[config.mk]
export PLATFORM = sky130hd
export DESIGN_NAME = dir_key_encoder
export DESIGN_NICKNAME = d
export VERILOG_FILES = /design/src/rtl/dir_key_encoder.sv
export SDC_FILE = /design/constraint.sdc
export NUM_CORES = 1
export LEC_CHECK = 0
export CORE_MARGIN = 2
export CORE_UTILIZATION = 38
export DETAILED_ROUTE_END_ITERATION = 16
export PLACE_DENSITY_LB_ADDON = 0.2
export SLEW_MARGIN = 20
export SYNTH_ARGS = -nofsm -noshare
export SYNTH_HDL_FRONTEND = slang
export SYNTH_SLANG_ARGS = --single-unit
[constraint.sdc]
create_clock -name clk -period 2.85 [get_ports clk]
set_clock_uncertainty 0.05 [all_clocks]
set_input_delay 0.7125 -clock clk [delete_from_list [all_inputs] [get_ports clk]]
set_output_delay 0.7125 -clock clk [all_outputs]
set_load 0.01 [all_outputs]
[src/rtl/dir_key_encoder.sv]
// Four-button direction encoder: per-button synchroniser and debouncer, press-edge
// detection, priority select with optional reversal blocking, and a held direction code.
module dir_key_encoder #(
    parameter int DEBOUNCE_CYCLES = 1000000,
    parameter bit BLOCK_REVERSE   = 1'b1
) (
    input  logic       clk,
    input  logic       rst_n,
    input  logic       button_up,
    input  logic       button_down,
    input  logic       button_left,
    input  logic       button_right,
    output logic [2:0] way,
    output logic       dir_valid
);

    localparam int CW = $clog2(DEBOUNCE_CYCLES) + 1;
    localparam logic [CW-1:0] CNT_LAST = CW'(DEBOUNCE_CYCLES - 1);

    localparam logic [2:0] WAY_NONE  = 3'b000;
    localparam logic [2:0] WAY_UP    = 3'b001;
    localparam logic [2:0] WAY_DOWN  = 3'b011;
    localparam logic [2:0] WAY_LEFT  = 3'b010;
    localparam logic [2:0] WAY_RIGHT = 3'b110;

    logic [3:0]    raw;
    logic [3:0]    sync1;
    logic [3:0]    sync2;
    logic [3:0]    level;
    logic [3:0]    level_d;
    logic [CW-1:0] cnt [4];

    logic [3:0] press;
    logic       sel_valid;
    logic [2:0] sel_code;
    logic [2:0] opposite;
    logic       accept;

    // Bit order sets press priority: index 0 wins.
    assign raw = {button_right, button_left, button_down, button_up};

    always_ff @(posedge clk or negedge rst_n) begin
        if (!rst_n) begin
            sync1   <= '0;
            sync2   <= '0;
            level   <= '0;
            level_d <= '0;
            for (int i = 0; i < 4; i++) begin
                cnt[i] <= '0;
            end
        end else begin
            sync1   <= raw;
            sync2   <= sync1;
            level_d <= level;
            for (int i = 0; i < 4; i++) begin
                if (sync2[i] == level[i]) begin
                    cnt[i] <= '0;
                end else if (cnt[i] == CNT_LAST) begin
                    level[i] <= ~level[i];
                    cnt[i]   <= '0;
                end else begin
                    cnt[i] <= cnt[i] + 1'b1;
                end
            end
        end
    end

    always_comb begin
        press     = level & ~level_d;
        sel_valid = 1'b1;
        sel_code  = WAY_NONE;
        if (press[0])      sel_code = WAY_UP;
        else if (press[1]) sel_code = WAY_DOWN;
        else if (press[2]) sel_code = WAY_LEFT;
        else if (press[3]) sel_code = WAY_RIGHT;
        else               sel_valid = 1'b0;

        case (way)
            WAY_UP:    opposite = WAY_DOWN;
            WAY_DOWN:  opposite = WAY_UP;
            WAY_LEFT:  opposite = WAY_RIGHT;
            WAY_RIGHT: opposite = WAY_LEFT;
            default:   opposite = WAY_NONE;
        endcase

        // A rejected reversal still consumes the edge, so lower-priority presses stay masked.
        accept = sel_valid && !(BLOCK_REVERSE && (sel_code == opposite));
    end

    always_ff @(posedge clk or negedge rst_n) begin
        if (!rst_n) begin
            way       <= WAY_NONE;
            dir_valid <= 1'b0;
        end else begin
            dir_valid <= accept;
            if (accept) begin
                way <= sel_code;
            end
        end
    end

endmodule

==> results by group, run 1 <==
Run status
  – Status: complete, no violations

Clock tree
  – TritonCTS clock tree: built
  – CTS resizes: 0
  – Post-CTS Setup Bufs: 0
  – CTS Sinks: ~100
  – Root Driver: clkbuf_16
  – H-Tree Depth: 3
  – Worst-case clock buffer depth: 2
  – Clock-pin slew on the worst setup and hold paths: roughly 70 ps
  – CTS Buf Count: 9
  – Post-CTS Hold Fix Bufs: 0
  – Worst-Skew Late Latency: approximately 350 ps

Routing
  – Starting DRC count in detailed routing: around 140
  – Final ANT Viol Nets: 0
  – Detailed-route wire length: 8233 um
  – WL/cell: 12.51 um
  – Vias: 3192
  – First drt pass iteration count: 4
  – DR vias/cell: between 4 and 5
  – Residual DRC: 0

Worst setup path
  – Critical path cell sequence: clkdlybuf4s50_1
  – CP Launch Type: flip-flop
  – Worst setup EP type: output port
  – Reg2reg path depth: 6
  – CP required: approximately 2100 ps
  – Worst path depth: 1
  – Crit-path leading delay family: buffers and inverters
  – Slowest stage cell, crit path: clkdlybuf4s50_1
  – Crit path buffers/inverters: 1
  – CP max stage delay: 610 ps
  – Max FO, Critical Path: 9
  – Critical Path AT: 1450 ps
  – Crit Path Class: flip-flop to output port

Yosys
  – Post-synth EDFFs: 0
  – Synthesized cell area: roughly 0.0048 mm2
  – Asr flop ratio synth: 100.0%
  – Synth area leader: dfrtp_1
  – Yosys reg bits: approximately 100
  – Share of the synthesized area in the top cell type: between 50% and 60%
  – Synth Warn #: 0
  – Synth top area cells: dfrtp_1, xor2_1, nor2_1
  – Synth Net Count: approximately 480
  – Mapped Cells: 466
  – Mapped Avg Cell Area: between 10 and 15 um2
  – Top_reg_cell synth: dfrtp_1
  – Register area share after synthesis: ~54%
  – Distinct cells, synth: 41

Timing
  – Total negative slack: 0 ps
  – Share of the clock period used by the worst path: slightly below 80%
  – Rel. slew slack: 54.19%
  – Fin. max-slew vios: 0
  – Max Freq: 0.4510 GHz
  – Fin. Hold Viols: 0
  – RSZ-0062 raised after global routing: false
  – Final setup vio count: 0
  – Fin crit period: approximately 2200 ps
  – Slew @ Worst Pin: a little under 700 ps

Layout
  – Register area: around 0.0026 mm2
  – Ratio of cells with drive above 1 in the final layout: around 7.4%
  – Syn-to-layout area delta: 11.58%
  – Layout fillers: 1214
  – Final net count: about 490
  – Ant. Diodes: 0
  – Final Core Density: 43.15%
  – Footprint of the multi-input gates: roughly 0.0021 mm2

Global routing
  – Tot GR Track Use: roughly 13%
  – Initial antenna violation count: 0
  – Vias in the first global route: between 3000 and 4000
  – First-pass GRT wire length: ~14000 um
  – Largest net degree at the start of global routing: between 40 and 50
  – Grt ovf: 0

Die
  – # IOs: 10
  – Area of the core: 0.01252 mm2
  – Initial Utilization: between 30% and 40%
  – Die H: approximately 120 um
  – Rows: 41
  – Die width: ~120 um
  – Total die area: 0.01366 mm2

Placed design
  – GP Congestion: 0.7529
  – DP Wirelength: around 5600 um
  – Input/output buffers: 9

Power
  – Total power: about 2800 uW
  – Maximum vdd drop: approximately 0.00023 V
  – PwrDens: 520.2 mW/mm2
  – P_leak: about 0.0023 uW

Flow run
  – Max_cap viols: 0

Min path
  – Worst hold path type: primary input to asynchronous set/reset pin
[cells in the final DEF (no fill, tap or decap), types with 4 or more instances in the layout]
| cell type | Yosys | final |
|---|---|---|
| a21oi_1 | 4 | 4 |
| and3_1 | 11 | 11 |
| and4_1 | 12 | 12 |
| buf_4 | 4 | 4 |
| clkbuf_16 | 0 | 9 |
| clkdlybuf4s50_1 | 0 | 8 |
| dfrtp_1 | 104 | 104 |
| ha_1 | 4 | 4 |
| inv_1 | 6 | 6 |
| mux2_2 | 4 | 4 |
| nand2_1 | 25 | 25 |
| nand2b_1 | 5 | 5 |
| nand3_1 | 39 | 39 |
| nand4_1 | 17 | 17 |
| nor2_1 | 98 | 98 |
| nor2b_1 | 4 | 4 |
| nor3_1 | 11 | 11 |
| nor4_1 | 4 | 4 |
| xnor2_1 | 21 | 21 |
| xor2_1 | 59 | 59 |
[state kept, by name, indices dropped and copies added, names as in the netlist]
signal     flops
cnt           84
dir_valid      1
level_d        4
level          4
sync1          4
way            3
sync2          4
[through the flow]
stage               setup slack (ps)  hold slack (ps)  area [um2]  instances
floorplan                       1283            281.2        4841        466
global placement               850.5            285.8        5106        642
detailed placement             820.6            285.6        5106        642
CTS                            624.3            268.2        5401        658
global route                   579.1            283.9        5401        658
finish                         632.9            256.6        5401        658
[report_power, final]
group          total [uW]  switching [uW]  internal, uW
combinational        90.0            62.2          27.8
clock                1210             539           668
sequential           1510            18.3          1490
[final cells by class]
class	count	area share, %
Timing Repair Buffer	13	2.409
Multi-Input combinational cell	347	39.54
Tap cell	172	3.984
Inverter	6	0.4170
Clock buffer	13	5.003
Clock inverter	3	0.4633
Sequential cell	104	48.18
[worst paths after layout]
kind                                    start            endpoint  slack, ps
hold / removal                          rst_n   cnt[46]$_DFF_PN0_        260
max in group asynchronous               rst_n   cnt[78]$_DFF_PN0_       1890
min in group clk           sync1[3]$_DFF_PN0_  sync2[3]$_DFF_PN0_        300
setup / recovery           way[2]$_DFFE_PN0P_              way[2]        630
hold reg to reg            sync1[3]$_DFF_PN0_  sync2[3]$_DFF_PN0_        300
setup reg to reg            cnt[55]$_DFF_PN0_   cnt[45]$_DFF_PN0_        830
[cell families after synthesis]
family,share of synthesized area (%)
simple gates,26.23
xor+xnor,14.47
mux,0.9304
compound gates,1.447
fa+ha+maj,1.034
flops,53.76
buf+inv,2.119
[Yosys cell counts, types with 5 or more instances]
cell type	instances
nand2_1	25
nand2b_1	5
nand3_1	39
nand4_1	17
inv_1	6
xor2_1	59
and4_1	12
dfrtp_1	104
xnor2_1	21
and3_1	11
nor3_1	11
nor2_1	98
[routing by layer]
metal / GRT usage [%] / routed length (um) / vias up
met3: 4.480 / 238 / 10
li1: - / - / 1605
met1: 18.00 / 4042 / 1551
met2: 20.62 / 3839 / 26
met4: 4.235 / 112 / 0
met5: 0 / 0 / -
Note: power is estimated with default switching activity, not from simulation.
==> run 2, diff against run 1 <==
- clock period: 2.85 -> 2.2 ns (I/O delays scaled with it)
==> results by group, run 2 (same netlist as run 1, synthesis figures left out) <==
Routing
  – First drt pass iteration count: 4 (unchanged)
  – Starting DRC count in detailed routing: 192 (+41%)
  – Detailed-route wire length: 8161 um (-0.87%)
  – DR vias/cell: 4.832 (-0.40%)
  – WL/cell: 12.38 um (-1.0%)
  – Final ANT Viol Nets: 0 (unchanged)
  – Vias: 3184 (-0.25%)
  – Residual DRC: 0 (unchanged)

Clock tree
  – CTS Sinks: 104 (unchanged)
  – H-Tree Depth: 3 (unchanged)
  – TritonCTS clock tree: built
  – Worst-Skew Late Latency: 350 ps (about the same)
  – CTS resizes: 0 (unchanged)
  – Post-CTS Setup Bufs: 0 (unchanged)
  – CTS Buf Count: 9 (unchanged)
  – Post-CTS Hold Fix Bufs: 0 (unchanged)
  – Root Driver: clkbuf_16
  – Clock-pin slew on the worst setup and hold paths: 70 ps (about the same)
  – Worst-case clock buffer depth: 2 (unchanged)

Min path
  – Worst hold path type: primary input to asynchronous set/reset pin

Timing
  – Slew @ Worst Pin: 546.1 ps (-141.0 ps)
  – Worst hold slack: 211.7 ps (-44.98 ps)
  – Max Freq: around 0.5 GHz
  – Share of the clock period used by the worst path: between 90 and 100%
  – Rel. slew slack: 63.59% (+9.4 points)
  – Fin. max-slew vios: 0 (unchanged)
  – Fin. Hold Viols: 0 (unchanged)
  – Final setup vio count: 0 (unchanged)
  – Total negative slack: 0 ps (unchanged)
  – RSZ-0062 raised after global routing: false
  – Fin crit period: just over 2000 ps

Die
  – Area of the core: 0.01252 mm2 (unchanged)
  – # IOs: 10 (unchanged)
  – Initial Utilization: 38.67% (unchanged)
  – Die H: 116.9 um (unchanged)
  – Die width: 116.9 um (unchanged)
  – Rows: 41 (unchanged)
  – Total die area: 0.01366 mm2 (unchanged)

Layout
  – Largest Register: cnt
  – Layout fillers: 1233 (+1.6%)
  – Most common cell after layout, fill and taps aside: dfrtp_1
  – Register area: 0.002603 mm2 (unchanged)
  – Ant. Diodes: 0 (unchanged)
  – Ratio of cells with drive above 1 in the final layout: 7.187% (-0.22 points)
  – Largest register FFs: 84 (unchanged)
  – Footprint of the multi-input gates: 0.002136 mm2 (unchanged)
  – Syn-to-layout area delta: 12.07%
  – Final net count: 493 (+0.41%)
  – Final Cell Area: 0.005425 mm2 (+0.44%)
  – Commonest cells after routing, fill and taps aside: dfrtp_1, nor2_1, xor2_1

Global routing
  – Grt ovf: 0 (unchanged)
  – Vias in the first global route: 3142 (+4.1%)
  – Initial antenna violation count: 0 (unchanged)
  – Largest net degree at the start of global routing: 105 (+140%)
  – Tot GR Track Use: 13.45% (+0.048 points)
  – First-pass GRT wire length: 14320 um (about the same)

Worst setup path
  – Critical path cell sequence: clkdlybuf4s50_1
  – CP Launch Point: way[2]$_DFFE_PN0P_
  – Capturing point of the worst reg2reg path: cnt[52]$_DFF_PN0_
  – Crit-path leading delay family: buffers and inverters
  – FF-to-FF Start: cnt[55]$_DFF_PN0_
  – Reg2reg path depth: 6 (unchanged)
  – Slowest stage cell, crit path: clkdlybuf4s50_1
  – Crit Path Class: flip-flop to output port
  – CP required: 1600 ps (-490 ps)
  – CP max stage delay: 610 ps (about the same)
  – Max FO, Critical Path: 9 (unchanged)
  – Critical Path AT: 1450 ps (about the same)
  – Crit path buffers/inverters: 1 (unchanged)
  – FF-to-FF setup slack: 310 ps (-520 ps)
  – Worst setup EP type: output port
  – CP Launch Type: flip-flop

Placed design
  – Placed cell area: 0.005121 mm2 (+0.29%)
  – GP Congestion: 0.7306 (-3.0%)
  – Input/output buffers: 9 (unchanged)
  – DP Wirelength: 5285 um (-4.9%)

Power
  – Switching power share of the total: 20.83% (-1.2 points)
  – Register share of total power: 52.3% (-1.5 points)
  – NetSw: 780.3 uW (+26%)
  – Maximum vdd drop: 0.0003771 V (+62%)
  – Gate power share: 3.1% (about the same)
  – P_leak: 0.002359 uW (+0.50%)
  – PwrDens: 690.5 mW/mm2 (+33%)
  – Int Pwr: 2966 uW (+35%)
  – Clock share of power: 44.5% (+1.5 points)

Flow run
  – Max_cap viols: 0 (unchanged)

Run status
  – Status: complete, no violations
[run 2: stage by stage]
step	power [uW]	setup WS [ps]	cells	utilization, %
global route	3919	49.91	659	43.34
CTS	3820	128.3	659	43.34
finish	3746	149.5	659	43.34
floorplan	2058	632.6	466	-
global placement	2118	279.6	644	40.91
detailed placement	2120	269.7	644	40.91
[run 2: worst max path at each step]
stage / endpoint / slack, ps / cells past startpoint
after global routing: cnt[53]$_DFF_PN0_ / 50 / 6
final: way[2] / 150 / 1
after CTS: way[2] / 130 / 1
after detailed placement: cnt[52]$_DFF_PN0_ / 270 / 6
after floorplan: level[3]$_DFFE_PN0P_ / 630 / 4
after global placement: cnt[53]$_DFF_PN0_ / 280 / 6
[run 2: layer usage]
layer | wire length [um] | global-route usage (%) | up-vias
li1 | - | - | 1606
met1 | 3891 | 17.12 | 1527
met2 | 3792 | 20.85 | 37
met3 | 278 | 3.965 | 14
met4 | 198 | 6.980 | 0
met5 | 0 | 0 | -
[run 2: layout make-up]
| cell class | count | share of cell area [%] |
|---|---|---|
| timing repair buffer | 15 | 2.675 |
| multi-input combinational | 347 | 39.37 |
| clock inverter | 3 | 1.245 |
| tap | 172 | 3.967 |
| inverter | 6 | 0.4151 |
| sequential | 104 | 47.97 |
| clock buffer | 12 | 4.359 |
[run 2: power by group through the flow]
stage	combinational [uW]	sequential (uW)	clock, uW
2_1_floorplan	65.5	1990	0
6_report	117	1960	1670
5_1_grt	139	1960	1820
3_5_place_dp	123	2000	0
3_3_place_gp	122	2000	0
4_1_cts	124	1960	1740
==> run 3, diff against run 2 <==
- MAX_ROUTING_LAYER: not set -> met4
- SKIP_LAST_GASP: not set -> 1
==> results by group, run 3 (same netlist as run 1, synthesis figures left out) <==
Clock tree
  – Post-CTS Setup Bufs: 0 (unchanged)
  – H-Tree Depth: 3 (unchanged)
  – CTS Buf Count: 9 (unchanged)
  – TritonCTS clock tree: built
  – CTS resizes: 0 (unchanged)
  – Clock-pin slew on the worst setup and hold paths: 70 ps (about the same)
  – Worst-Skew Late Latency: 350 ps (about the same)
  – Worst-case clock buffer depth: 2 (unchanged)
  – CTS Sinks: 104 (unchanged)
  – Post-CTS Hold Fix Bufs: 0 (unchanged)
  – Root Driver: clkbuf_16

Layout
  – Ratio of cells with drive above 1 in the final layout: 7.187% (unchanged)
  – Commonest cells after routing, fill and taps aside: dfrtp_1, nor2_1, xor2_1
  – Largest Register: cnt
  – Ant. Diodes: 0 (unchanged)
  – Most common cell after layout, fill and taps aside: dfrtp_1
  – Largest register FFs: 84 (unchanged)
  – Final Core Density: 43.34% (unchanged)
  – Final net count: 493 (unchanged)
  – Final cell count without fillers: 659 (unchanged)
  – Syn-to-layout area delta: 12.07% (unchanged)
  – Final Cell Area: 0.005425 mm2 (unchanged)

Placed design
  – DP Wirelength: 5285 um (unchanged)
  – Placed cell area: 0.005121 mm2 (unchanged)
  – GP Congestion: 0.7395 (+1.2%)
  – Cells after DPL: 644 (unchanged)
  – Input/output buffers: 9 (unchanged)
  – Setup slack at placement: 269.7 ps (unchanged)

Global routing
  – Grt ovf: 0 (unchanged)
  – Initial antenna violation count: 0 (unchanged)
  – Vias in the first global route: 3141 (-0.032%)
  – Tot GR Track Use: 13.86% (+0.41 points)
  – Largest net degree at the start of global routing: 105 (unchanged)
  – First-pass GRT wire length: 14320 um (about the same)

Worst setup path
  – Reg2reg path depth: 6 (unchanged)
  – CP Launch Type: flip-flop
  – Slowest stage cell, crit path: clkdlybuf4s50_1
  – Capturing point of the worst reg2reg path: cnt[52]$_DFF_PN0_
  – CP required: 1600 ps (about the same)
  – Max FO, Critical Path: 9 (unchanged)
  – Crit Path Class: flip-flop to output port
  – FF-to-FF setup slack: 310 ps (about the same)
  – Crit-path leading delay family: buffers and inverters
  – Critical path cell sequence: clkdlybuf4s50_1
  – CP max stage delay: 610 ps (about the same)
  – Critical Path AT: 1450 ps (about the same)
  – FF-to-FF Start: cnt[55]$_DFF_PN0_
  – Worst setup EP type: output port
  – Crit path buffers/inverters: 1 (unchanged)

Power
  – P_leak: 0.002359 uW (unchanged)
  – Int Pwr: 2966 uW (about the same)
  – Switching power share of the total: 20.81% (about the same)
  – NetSw: 779.5 uW (-0.11%)
  – Register share of total power: 52.4% (about the same)
  – PwrDens: 690.3 mW/mm2 (about the same)
  – Maximum vdd drop: 0.0003772 V (about the same)
  – Clock share of power: 44.5% (about the same)
  – Gate power share: 3.1% (about the same)

Timing
  – Setup ws final: 151.2 ps (+1.709 ps)
  – Fin. max-slew vios: 0 (unchanged)
  – Slew @ Worst Pin: 545.9 ps (-0.2647 ps)
  – Final setup vio count: 0 (unchanged)
  – Total negative slack: 0 ps (unchanged)
  – Share of the clock period used by the worst path: 93.13% (about the same)
  – Max Freq: 0.4881 GHz (about the same)
  – RSZ-0062 raised after global routing: false
  – Fin crit period: 2049 ps (-1.709 ps)
  – Rel. slew slack: 63.61% (about the same)
  – Fin. Hold Viols: 0 (unchanged)

Die
  – Initial Utilization: 38.67% (unchanged)
  – Die width: 116.9 um (unchanged)
  – # IOs: 10 (unchanged)
  – Total die area: 0.01366 mm2 (unchanged)
  – Area of the core: 0.01252 mm2 (unchanged)
  – Die H: 116.9 um (unchanged)
  – Rows: 41 (unchanged)

Flow run
  – Max_cap viols: 0 (unchanged)

Run status
  – Status: complete, no violations

Routing
  – WL/cell: 12.36 um (-0.16%)
  – DR vias/cell: 4.819 (-0.25%)
  – First drt pass iteration count: 4 (unchanged)
  – Residual DRC: 0 (unchanged)
  – Detailed-route wire length: 8148 um (-0.16%)
  – Final ANT Viol Nets: 0 (unchanged)
  – Starting DRC count in detailed routing: 192 (unchanged)
  – Vias: 3176 (-0.25%)

Min path
  – Worst hold path type: primary input to asynchronous set/reset pin
## run 3: cell counts in the layout (fill, tap and decap cells not counted)
Identical to the previous run, type by type.
## run 3: cell type report
type | instances | area, um2
timing repair buffer | 15 | 145.1
multi-input combinational | 347 | 2136
fill | 1233 | 7092
sequential | 104 | 2603
clock inverter | 3 | 67.56
inverter | 6 | 22.52
clock buffer | 12 | 236.5
tap | 172 | 215.2
## run 3: power by group through the flow
stage	registers, uW	clock network [uW]	logic (uW)
2_1_floorplan	1990	0	65.5
3_3_place_gp	2000	0	122
3_5_place_dp	2000	0	123
4_1_cts	1960	1740	124
5_1_grt	1960	1820	139
6_report	1960	1670	117
## run 3: stage by stage
stage	total power, uW	hold WS [ps]
after floorplan	2058	204.4
after global placement	2118	284.1
after detailed placement	2120	286.3
after CTS	3820	240.9
after global routing	3919	266.9
final	3745	212.3
## run 3: layer usage
metal / share of wire (%) / global-route usage (%) / vias to the layer above / wire (um)
met3: 3.4 / 3.965 / 16 / 281
met4: 2.4 / 6.980 / 0 / 197
met1: 48 / 17.12 / 1518 / 3888
met2: 46 / 20.85 / 35 / 3780
li1: - / - / 1607 / -
met5: 0 / - / - / 0
## run 3: how the worst max path moves through the flow
stage	startpoint	slack, ps	end	depth (start not counted)
after floorplan	cnt[12]$_DFF_PN0_	630	level[3]$_DFFE_PN0P_	4
after CTS	way[2]$_DFFE_PN0P_	130	way[2]	1
after global routing	cnt[52]$_DFF_PN0_	50	cnt[53]$_DFF_PN0_	6
after detailed placement	cnt[55]$_DFF_PN0_	270	cnt[52]$_DFF_PN0_	6
after global placement	cnt[55]$_DFF_PN0_	280	cnt[53]$_DFF_PN0_	6
final	way[2]$_DFFE_PN0P_	150	way[2]	1
